<file path="src/rtl/mux_n_scan.sv">
// mux_n_scan: N-channel registered mux with manual select and round-robin auto-scan.
// Optional macro MUX_SCAN_SKIP_EN adds ch_mask so the scan skips disabled channels.
module mux_n_scan #(
  parameter int N = 4,
  parameter int WIDTH = 8,
  parameter int DW = 4,
  localparam int SW = $clog2(N)
) (
  input  logic             clk,
  input  logic             rst_n,
  input  logic [N*WIDTH-1:0] in_data,
  input  logic [SW-1:0]    sel,
  input  logic             load_sel,
  input  logic             mode,
  input  logic [DW-1:0]    dwell,
`ifdef MUX_SCAN_SKIP_EN
  input  logic [N-1:0]     ch_mask,
`endif
  output logic [WIDTH-1:0] y,
  output logic             y_valid,
  output logic [SW-1:0]    cur_ch,
  output logic             wrap,
  output logic             sel_err
);
  logic [WIDTH-1:0] y_q, y_d;
  logic             y_valid_q;
  logic [SW-1:0]    cur_ch_q, cur_ch_d, adv_ch;
  logic [DW-1:0]    cnt_q, cnt_d;
  logic             wrap_q, wrap_d, sel_err_q, sel_err_d, adv_wrap, sel_ok;

  assign sel_ok = int'(sel) < N;

`ifdef MUX_SCAN_SKIP_EN
  logic found;
  // channel i steps above c, folded back into 0..N-1
  function automatic logic [SW-1:0] step(input logic [SW-1:0] c, input int i);
    int s = int'(c) + i;
    return SW'(s >= N ? s - N : s);
  endfunction
  // nearest enabled channel above cur_ch, searched circularly; hold if none enabled
  always_comb begin
    adv_ch = cur_ch_q;
    adv_wrap = 1'b0;
    found = 1'b0;
    for (int i = 1; i <= N; i++) begin
      if (!found && ch_mask[step(cur_ch_q, i)]) begin
        found = 1'b1;
        adv_ch = step(cur_ch_q, i);
        adv_wrap = int'(cur_ch_q) + i >= N;
      end
    end
  end
`else
  assign adv_wrap = cur_ch_q == SW'(N - 1);
  assign adv_ch = adv_wrap ? '0 : cur_ch_q + 1'b1;
`endif

  // channel selection priority: manual load, bad load, scan advance, scan hold, manual hold
  always_comb begin
    cur_ch_d = cur_ch_q;
    cnt_d = cnt_q;
    wrap_d = 1'b0;
    sel_err_d = 1'b0;
    if (load_sel) begin
      if (sel_ok) begin
        cur_ch_d = sel;
        cnt_d = '0;
      end else sel_err_d = 1'b1;
    end else if (mode) begin
      if (cnt_q == dwell) begin
        cur_ch_d = adv_ch;
        wrap_d = adv_wrap;
        cnt_d = '0;
      end else cnt_d = cnt_q + 1'b1;
    end else cnt_d = '0;
    y_d = in_data[cur_ch_d*WIDTH +: WIDTH];
  end

  // output and scan-state registers, cleared asynchronously
  always_ff @(posedge clk or negedge rst_n) begin
    if (!rst_n) begin
      y_q <= '0;
      y_valid_q <= 1'b0;
      cur_ch_q <= '0;
      cnt_q <= '0;
      wrap_q <= 1'b0;
      sel_err_q <= 1'b0;
    end else begin
      y_q <= y_d;
      y_valid_q <= 1'b1;
      cur_ch_q <= cur_ch_d;
      cnt_q <= cnt_d;
      wrap_q <= wrap_d;
      sel_err_q <= sel_err_d;
    end
  end

  assign y = y_q;
  assign y_valid = y_valid_q;
  assign cur_ch = cur_ch_q;
  assign wrap = wrap_q;
  assign sel_err = sel_err_q;
endmodule

</file>
<file path="config.mk">
export PLATFORM = sky130hd
export DESIGN_NAME = mux_n_scan
export DESIGN_NICKNAME = d
export VERILOG_FILES = /design/src/rtl/mux_n_scan.sv
export SDC_FILE = /design/constraint.sdc
export NUM_CORES = 1
export LEC_CHECK = 0
export BUFFER_PORTS_ARGS = -buffer_cell sky130_fd_sc_hd__buf_4
export CAP_MARGIN = 5
export CORE_UTILIZATION = 45
export DETAILED_ROUTE_END_ITERATION = 8
export GPL_TIMING_DRIVEN = 0
export PLACE_DENSITY = 0.87
export SLEW_MARGIN = 20
export SYNTH_ARGS = -nofsm -noshare
export SYNTH_HDL_FRONTEND = slang
export SYNTH_SLANG_ARGS = --single-unit
export TNS_END_PERCENT = 100
</file>
<file path="constraint.sdc">
create_clock -name clk -period 3 [get_ports clk]
set_input_delay 0.75 -clock clk [delete_from_list [all_inputs] [get_ports clk]]
set_output_delay 0.75 -clock clk [all_outputs]
set_load 0.02 [all_outputs]
</file>
==> flow_summary.ini <==
[sta]
finalSetupViolCount = 0
fmax_mhz = 459
hold_violations = 0
period_minus_slack_ps = 2180
slew_viol_final = 0
rsz0062_at_grt = no
fin_setup_tns_ps = 0
post-route-period-util_pct = 72.6
fin_hold_ws_ps = 311
clock_skew_ps = 0.586

[setup_path]
critical_path.slowest_cell = nor4_4
cpMostUsedCell = mux2i_1
startpoint = dwell[3]
crit_chain = buf_4, xor2_1, nor4_4, a21boi_1, o22ai_2, buf_6, buf_12, mux2i_1, mux2i_1
timing.rr.start = cnt_q[2]
max_stage_delay_ps = 390
startpoint_type = input port
worstSetupEndpointType = flop
cp.required_ps = 3160
cp.arrival_ps = 2340
path_max_fanout = 10
worst-setup-path-type = in2reg

[pwr]
power_leakage_nw = 0.714
powerDensity_nw_per_um2 = 400
p_sw_share_pct = 28.8
p_clk_share_pct = 19.6
power_frac_comb_pct = 35.1
finalPower_mw = 0.543
intPower_mw = 0.387
power_frac_seq_pct = 45.3
p_switching_mw = 0.156
peakVddDrop_v = 0.000254

[clocking]
clk_pin_slew_worst_paths_ps = 80
ctsHtreeMaxLevel = 1
clk_latency_ps = 270
cts_resized = 0
hold_buffers = 0
cts-buffers-inserted = 3
postCtsSetupRepairBufs = 0
cts_tree = built
cts.sinks = 16
cts_root_buf = clkbuf_4
clk_path_buf_depth = 2

[final_layout]
multiInputGateArea_sq_um = 439
drive_above_1_share_pct = 48.8
fin_cells = 154
nets = 175
final-seq-area_sq_um = 400
n_fill_cell = 144
antenna_cells = 0
syn2layout_area_growth_pct = 49.9

[grt]
grt_max_degree = 17
grt_pass1_wl_mm = 2.90
antenna_found_initial = 0
grt_use_total_pct = 19.6
grt_overflow_total = 0
grt_pass1_vias = 752

[drt]
wl_met1_um = 742
top_layer_used = met4
vias_per_cell = 4.79
dr_total_vias = 737
first_pass_iters = 4
wl_met3_um = 221
ant_nets = 0
wl_met2_um = 897
drc_errors = 0
drt_iter0_markers = 5
wirelength_mm = 1.88
wl_per_cell_um = 12.2

[synthesis]
avgSynthCellArea_sq_um = 12.4
synth-warning-count = 0
yosys.area.top_type_share_pct = 44.3
synth_area_leaders = dfrtp_1 (44%), mux2i_1 (27%), xor2_1 (4.8%), ha_1 (2.8%), buf_6 (2.5%)
syn_area_sq_um = 905
seq_area_frac_synth_pct = 44.3
synthCells = 73
syn-num-nets = 117
yosysTopAreaCell = dfrtp_1
synth-seq-cells = 16
synth_cell_type_count = 20

[place]
dpl.hpwl_mm = 1.53
port_buffers = 53
dp_cells = 151
routabilityCongestion = 0.680

[outcome]
status = complete, no violations

[floorplanning]
io_pins = 55
die_h_um = 46.8
core_sq_um = 1800
initial_core_util_pct = 50.2
dieArea_sq_um = 2190
rows = 15
die-width_um = 46.8

[min_path]
worstHoldPathType = in2async

[flow_run]
max_cap_viol_count = 0
layer usage:
layer | track usage, % | up-vias
met5 | 0 | -
met4 | 10.3 | 0
met3 | 8.46 | 4
li1 | - | 364
met2 | 34.2 | 44
met1 | 19.9 | 325
power by group through the flow:
stage / Sequential, mW / Combinational (mW) / Clock, mW
2_1_floorplan: 0.274 / 0.0773 / 0
3_3_place_gp: 0.249 / 0.188 / 0
3_5_place_dp: 0.250 / 0.193 / 0
4_1_cts: 0.246 / 0.193 / 0.110
5_1_grt: 0.248 / 0.203 / 0.121
6_report: 0.246 / 0.191 / 0.107
Yosys cell counts:
master    number
conb_1         2
dfrtp_1       16
or3b_2         1
buf_6          2
mux2i_1       24
nor4_4         1
ha_1           2
nand3_1        1
a31o_1         1
inv_1          4
o22ai_2        1
a21boi_1       2
nor2_1         5
xor2_1         5
a311o_1        1
and4_1         1
buf_12         1
o21ai_1        1
xnor2_1        1
buf_4          1
placed cells by master (no fill, tap or decap), types with 2 or more instances in the layout:
| master | instances |
|---|---|
| dfrtp_1 | 16 |
| mux2i_1 | 24 |
| buf_6 | 2 |
| conb_1 | 2 |
| xor2_1 | 5 |
| inv_1 | 4 |
| buf_4 | 54 |
| ha_1 | 2 |
| a21boi_1 | 2 |
| nor2_1 | 5 |
| clkbuf_4 | 3 |
kinds of logic after synthesis:
group	Yosys count	share of synthesized area, %
other	2	0.830
flip-flops	16	44.3
buffers and inverters	8	7.19
adder cells (fa/ha/maj)	2	2.77
XOR/XNOR	6	5.81
multiplexers	24	26.6
AND/OR/NAND/NOR	9	6.92
AO/OA/AOI/OAI	6	5.67
registers in the layout, indices dropped and copies added (netlist names):
name and flops:
y 8, cur_ch 2, y_valid 1, cnt_q 4
wrap 1
worst max-delay path, delay by kind of cell:
| family | cells | cell delay [ps] |
|---|---|---|
| buffers and inverters | 3 | 440 |
| AND/OR/NAND/NOR | 1 | 390 |
| multiplexers | 2 | 300 |
| AO/OA/AOI/OAI | 2 | 280 |
| XOR/XNOR | 1 | 170 |
metrics by stage:
stage | utilization (%) | area [sq um] | setup slack [ps]
6_report | 75.3 | 1360 | 821
5_1_grt | 75.3 | 1360 | 699
4_1_cts | 75.3 | 1360 | 834
3_5_place_dp | 74.0 | 1330 | 538
3_3_place_gp | 74.0 | 1330 | 556
2_1_floorplan | - | 905 | 814
cell type report:
type	count	area share, %
timing repair buffer	53	29.3
inverter	4	1.11
multi-input combinational	49	32.4
clock buffer	3	1.66
tap	25	2.31
sequential	16	29.5
buffer	4	3.69
worst paths after layout:
check	to	slack, ps	depth (start not counted)
worst max-delay path	y[5]	820	9
worst min-delay path	cnt_q[2]	310	1
worst max register to register	y[5]	990	8
worst min register to register	cnt_q[0]	520	1
max in group asynchronous	y[5]	2520	1
min in group clk	cnt_q[0]	520	1
(Power assumes the default switching activity.)
